<file path="config.mk">
export PLATFORM = sky130hd
export DESIGN_NAME = dcache_mem_responder
export DESIGN_NICKNAME = d
export VERILOG_FILES = /design/src/rtl/dcache_mem_responder.sv
export SDC_FILE = /design/constraint.sdc
export NUM_CORES = 1
export LEC_CHECK = 0
export CORE_ASPECT_RATIO = 0.75
export CORE_MARGIN = 2
export CORE_UTILIZATION = 28
export CTS_BUF_LIST = sky130_fd_sc_hd__clkbuf_16
export DETAILED_ROUTE_END_ITERATION = 16
export PLACE_DENSITY = 0.59
export SYNTH_ARGS = -nofsm -noshare
export SYNTH_HDL_FRONTEND = slang
export SYNTH_SLANG_ARGS = --single-unit
export TNS_END_PERCENT = 5
</file>
<file path="constraint.sdc">
create_clock -name clk -period 20.1 [get_ports clk]
set_clock_uncertainty 0.1 [all_clocks]
set_input_delay 3.015 -clock clk [delete_from_list [all_inputs] [get_ports clk]]
set_output_delay 3.015 -clock clk [all_outputs]
set_load 0.05 [all_outputs]
</file>
<file path="src/rtl/dcache_mem_responder.sv">
// dcache_mem_responder
// Serves dcache line refills and writebacks by splitting each 128-bit line
// into four 32-bit word beats on a request/grant backing-memory port.
// Refills allow a single read beat in flight. The line is returned on mvalid
// and held until dready.
// Optional feature: define DMEM_RESP_WR_ACK_EN to add a WACK state. In that
// state each writeback is acknowledged with an mvalid pulse, with mdata = 0,
// held until dready.
module dcache_mem_responder (
    input  logic         clk,
    input  logic         rst,
    input  logic         dvalid,
    input  logic [31:0]  addr,
    input  logic         wen,
    input  logic [127:0] ddata,
    input  logic         dready,
    output logic         mready,
    output logic         mvalid,
    output logic [127:0] mdata,
    output logic         sram_req,
    output logic         sram_wen,
    output logic [31:0]  sram_addr,
    output logic [31:0]  sram_wdata,
    input  logic         sram_gnt,
    input  logic         sram_rvalid,
    input  logic [31:0]  sram_rdata
);

    typedef enum logic [2:0] {
        IDLE,
        WR,
        RD_REQ,
        RD_WAIT,
        RESP
`ifdef DMEM_RESP_WR_ACK_EN
        , WACK
`endif
    } state_t;

    state_t         state_reg;
    logic [1:0]     beat_reg;
    logic [27:0]    line_addr_reg;
    logic [127:0]   wr_buf_reg;
    logic [127:0]   line_buf_reg;

    logic [1:0]     beat_next;
    logic [31:0]    wr_word [4];

    // Low address bits are ignored because requests are always line aligned.
    logic           unused_addr_bits;
    assign unused_addr_bits = ^addr[3:0];

    assign beat_next = beat_reg + 2'd1;

    // Split the captured writeback line into per-beat words.
    generate
        for (genvar gi = 0; gi < 4; gi++) begin : g_wr_word
            assign wr_word[gi] = wr_buf_reg[32*gi +: 32];
        end
    endgenerate

    // Main controller. All outputs are registered and take the value of the
    // state being entered, so they stay stable through any stall.
    always_ff @(posedge clk or posedge rst) begin
        if (rst) begin
            state_reg     <= IDLE;
            beat_reg      <= 2'd0;
            line_addr_reg <= 28'd0;
            wr_buf_reg    <= 128'd0;
            line_buf_reg  <= 128'd0;
            mready        <= 1'b1;
            mvalid        <= 1'b0;
            mdata         <= 128'd0;
            sram_req      <= 1'b0;
            sram_wen      <= 1'b0;
            sram_addr     <= 32'd0;
            sram_wdata    <= 32'd0;
        end else begin
            case (state_reg)
                IDLE: begin
                    // mready is high here, so dvalid alone means accept.
                    if (dvalid) begin
                        line_addr_reg <= addr[31:4];
                        wr_buf_reg    <= ddata;
                        beat_reg      <= 2'd0;
                        mready        <= 1'b0;
                        sram_req      <= 1'b1;
                        sram_wen      <= wen;
                        sram_addr     <= {addr[31:4], 4'b0000};
                        sram_wdata    <= wen ? ddata[31:0] : 32'd0;
                        state_reg     <= wen ? WR : RD_REQ;
                    end
                end
                WR: begin
                    if (sram_gnt) begin
                        if (beat_reg == 2'd3) begin
                            beat_reg  <= 2'd0;
                            sram_req  <= 1'b0;
                            sram_wen  <= 1'b0;
`ifdef DMEM_RESP_WR_ACK_EN
                            mvalid    <= 1'b1;
                            mdata     <= 128'd0;
                            state_reg <= WACK;
`else
                            mready    <= 1'b1;
                            state_reg <= IDLE;
`endif
                        end else begin
                            beat_reg   <= beat_next;
                            sram_addr  <= {line_addr_reg, beat_next, 2'b00};
                            sram_wdata <= wr_word[beat_next];
                        end
                    end
                end
                RD_REQ: begin
                    // Drop the request once granted so only one read is in flight.
                    if (sram_gnt) begin
                        sram_req  <= 1'b0;
                        state_reg <= RD_WAIT;
                    end
                end
                RD_WAIT: begin
                    if (sram_rvalid) begin
                        line_buf_reg[{beat_reg, 5'd0} +: 32] <= sram_rdata;
                        if (beat_reg == 2'd3) begin
                            beat_reg  <= 2'd0;
                            mvalid    <= 1'b1;
                            mdata     <= {sram_rdata, line_buf_reg[95:0]};
                            state_reg <= RESP;
                        end else begin
                            beat_reg  <= beat_next;
                            sram_req  <= 1'b1;
                            sram_addr <= {line_addr_reg, beat_next, 2'b00};
                            state_reg <= RD_REQ;
                        end
                    end
                end
                RESP: begin
                    if (dready) begin
                        mvalid    <= 1'b0;
                        mready    <= 1'b1;
                        state_reg <= IDLE;
                    end
                end
`ifdef DMEM_RESP_WR_ACK_EN
                WACK: begin
                    if (dready) begin
                        mvalid    <= 1'b0;
                        mready    <= 1'b1;
                        state_reg <= IDLE;
                    end
                end
`endif
                default: begin
                    state_reg <= IDLE;
                    beat_reg  <= 2'd0;
                    mready    <= 1'b1;
                    mvalid    <= 1'b0;
                    sram_req  <= 1'b0;
                    sram_wen  <= 1'b0;
                end
            endcase
        end
    end

endmodule

</file>
-- Word-level counts from Yosys, hierarchy flattened
Cells that the tools add are included.
- input port bits: 199
- word-level logic and storage cells: 100
- flip-flop bits (word level): 485
- order comparisons: 1
- muxes and demuxes: 45
- bitwise gates (word level): 6
- $add $sub $neg: 2
- eq/ne operators: 14
- reduce and logical (&&, ||, !) cells: 18
- shift-type cells: 2
- operators by type and width (cell ; count):
    two-way mux 32 bit ; 10
    bitwise mux 128 bit ; 1
    variable shift 32 x 9 -> 128 bit, first input constant ; 1
    indexed part select 32 x 9 -> 128 bit ; 1
    one-hot mux 32 bit (3 select lines) ; 1
    binary-select mux 32 bit (select 2 bit) ; 1
    one-hot mux 32 bit (2 select lines) ; 1
    two-way mux 3 bit ; 7
    AND reduction 4 bit ; 5
    inequality test 2 bit, second input constant ; 9
    one-hot mux 3 bit (5 select lines) ; 1
    two-way mux 1 bit ; 13
    two-way mux 2 bit ; 5
    negator 7 -> 9 bit ; 1
    one-hot mux 2 bit (4 select lines) ; 1
    AND reduction 7 bit ; 1
    equality test 3 x 2 -> 1 bit, second input constant ; 2
    one-hot mux 1 bit (3 select lines) ; 2
    AND reduction 6 bit ; 1
    OR reduction 3 bit ; 2
    inverter 1 bit ; 5
    one-hot mux 1 bit (5 select lines) ; 1
    AND reduction 5 bit ; 1
    one-hot mux 1 bit (4 select lines) ; 1
    12 further kinds ; 14

-- Longest topological paths before layout
- depth after elaboration: 8
- depth in mapped cells: 10

-- Worst setup path after synthesis
OpenSTA, ideal clock, no wires.
- path type: input to register
- start point: in sram_rvalid
- end point: reg mdata[76]
- data required time: 19875 ps
- arrival: 4070 ps
- setup slack: 15806 ps
- setup time: 125 ps
- cell stages on the path: 6
- path through: and4b_1 -> buf_2 -> nand2_1 -> buf_2 -> buf_4 -> mux2_2
- cells in the longest elaborated chain, start to end: 1
- ends and longest elaborated chain (item ; RTL line ; RTL):
    from (decl) ; 25 ; input logic sram_rvalid,
    AND reduction 3 bit (no line) ; -- ;
    to (signal assigned) ; 128 ; mdata <= {sram_rdata, line_buf_reg[95:0]};
    to (decl) ; 19 ; output logic [127:0] mdata,
Every way passes these cells.
A chain may end at the register's enable or synchronous reset.

-- Final worst setup path
- start point: in dvalid
- end point: reg wr_buf_reg[19]
- cells in the longest elaborated chain, start to end: 1
- ends and longest elaborated chain (item ; RTL line ; RTL):
    from (decl) ; 12 ; input logic dvalid,
    AND reduction 2 bit (no line) ; -- ;
    to (signal assigned) ; 84 ; wr_buf_reg <= ddata;
    to (decl) ; 43 ; logic [127:0] wr_buf_reg;
Every way passes these cells.

==> reports/metrics.cfg <==
[setup_path]
cp-start-kind = input pin
endpoint_kind = flop
crit_start = dvalid
r2r-start = beat_reg[0]
worstPathRequired_ps = 20460
arrival_ps = 6230
critPathMaxFanout = 82
criticalPathCategory = in -> reg

[power_and_ir_drop]
power_frac_comb_pct = 38.6
seq_power_share_pct = 37.7
power.net_switching_w = 0.00131
clkPwrFrac_pct = 23.7
power_density_nw_per_um2 = 145
sw_frac_of_total_pct = 36.7
internal-power_w = 0.00226
ir_drop_mv = 0.0729
power_leakage_nw = 10.6

[routing]
num_vias = 12400
drtIter0Drc = 539
vias_per_cell = 4.57
post_drt_wl_per_cell_microns = 18.5
route.detailed.drc = 0
drtAntennaViolNets = 0
drt_first_pass_iters = 4
wl_mm = 50.2

[layout]
layout_common_cells = 449 x dfrtp_1, 388 x clkdlybuf4s50_1, 288 x mux2_2
stdcell_count = 2709
drive_above_1_share_pct = 22.7
final_common_cell = dfrtp_1
synthToLayoutAreaGrowth_pct = 33.1
nFillCells = 6333
nets = 2006
final_area_sq_um = 24700

[hold_path]
hp-class = reg -> reg
worstHoldStart = line_buf_reg[24]

[global_routing]
grt_usage_pct = 14.6
grt_antenna_before_repair = 10
globalRouteMet2Util_pct = 22.8
met3_usage_pct = 5.28
met1_usage_pct = 19.4
grt_pass1_wl_mm = 78.1
grt_pass1_vias = 13000
busiest_layer = met2
grt_max_degree = 163
overflow = 0

[clock_network]
cts_setup_buffers = 0
cts_max_level = 2
cts_tree = yes
cts.sinks = 451
clock-root-buffer = clkbuf_16
cts.clk_slew.worst_paths_ps = 60
ctsHoldBuffers = 0
clkLatencyLatePin_ps = 570
cts_resized = 0
cts_buffers = 48
clockBufferDepth = 3

[sta]
tightest_slew_ps = 1150
period_share_pct = 29.2
min_period_ps = 5880
setup_viol = 0
max_freq_mhz = 170
slew_headroom_pct = 23.2
finalHoldViolCount = 0
drv_slew = 0
rsz0062_at_grt = no
tns_ps = 0

[logic_synthesis]
avgSynthCellArea_sq_um = 12.9
yosys.cell_types.count = 40
ys_async_sr_fraction_pct = 100
synthTopCellsByArea = dfrtp_1 61%, mux2_2 17%, nand2_1 5.3%
synth_edf_count = 0
synth_top_area_cell = dfrtp_1
netlist_area_sq_um = 18600
synth-seq-cells = 451
ys_seq_area_share_pct = 60.8
ys_warn_count = 0
synth_ff_type = dfrtp_1
synth_cells = 1445
synth_top_area_share_pct = 60.6

[floorplanning]
start_util_pct = 28.4
io_pins = 395
num_rows = 81
dieArea_sq_um = 68400
die_w_microns = 301
die_h_microns = 227
core_area_sq_um = 65400

[placement]
placedCellCount = 2622
dpl_cell_area_sq_um = 23200
io_buffer_count = 388
post-dp-hpwl_mm = 32.3
gp_congestion = 0.791

[job]
maxCapViolations = 0

[outcome]
status = finished, final reports clean

[cells by family after synthesis]
family / Yosys count / synth area share [%]
buf+inv: 107 / 2.92
compound gates: 173 / 5.01
fa+ha+maj: 6 / 0.404
flops: 451 / 60.8
mux: 349 / 22.9
other cells: 1 / 0.0202
simple gates: 358 / 7.94
[per-stage QoR]
step                      total power, W  hold slack [ps]  setup slack [ps]  utilization, %
final                            0.00358              372             14220            37.8
after global placement           0.00273              359             13700            35.6
after detailed placement         0.00277              366             13660            35.6
after global routing             0.00380              397             14090            37.8
after floorplan                  0.00232              346              4420               -
after CTS                        0.00363              379             14260            37.8
[worst max-delay path, cell delays in order]
cell and delay [ps]:
clkdlybuf4s50_1 490, nor4b_4 330, buf_4 880, buf_4 950, mux2_2 420
[synth_stat cells (2+ instances only)]
cell type and n:
mux4_2 32, ha_1 6, nor2_1 39, o21ai_1 9, mux2_2 288, a31oi_1 33, nor2b_1 3, nand2b_1 4
nor4_2 2, mux2i_1 28, clkbuf_1 39, buf_2 29, dfrtp_1 450, nand2_1 262, o21ai_0 115, nor3_1 4
buf_1 5, nand3_1 36, inv_1 6, buf_4 28, a21oi_1 8
[worst paths after layout]
check / to / slack, ps / depth (start not counted)
setup reg to reg: line_buf_reg[34] / 16420 / 9
hold reg to reg: line_buf_reg[24] / 370 / 2
setup / recovery: wr_buf_reg[19] / 14220 / 5
hold / removal: line_buf_reg[24] / 370 / 2
min in group asynchronous: mdata[123] / 2930 / 2
max in group asynchronous: mdata[2] / 15280 / 3
[metal layers]
layer,vias up,wire length (microns),share of wire (%)
li1,5734,-,-
met1,6203,22300,44
met2,322,22800,45
met3,89,3970,7.9
met4,20,970,1.9
met5,-,124,0.25
[area by class of cell]
class | instances | area, sq um | share of cell area, %
Clock inverter | 36 | 248 | 1.00
Multi-Input combinational cell | 888 | 6810 | 27.5
Inverter | 6 | 30.0 | 0.121
Timing Repair Buffer | 406 | 4030 | 16.3
Tap cell | 871 | 1090 | 4.41
Clock buffer | 49 | 1230 | 4.96
Antenna cell | 2 | 5.00 | 0.0202
Sequential cell | 451 | 11300 | 45.7
[power by group through the flow]
stage	clock network, W	logic (W)	registers (W)
after floorplan	0	0.000676	0.00165
after global placement	0	0.00138	0.00135
after detailed placement	0	0.00140	0.00136
after CTS	0.000876	0.00141	0.00135
after global routing	0.000919	0.00149	0.00139
final	0.000848	0.00138	0.00135
Power figures use the tool's default switching activity.
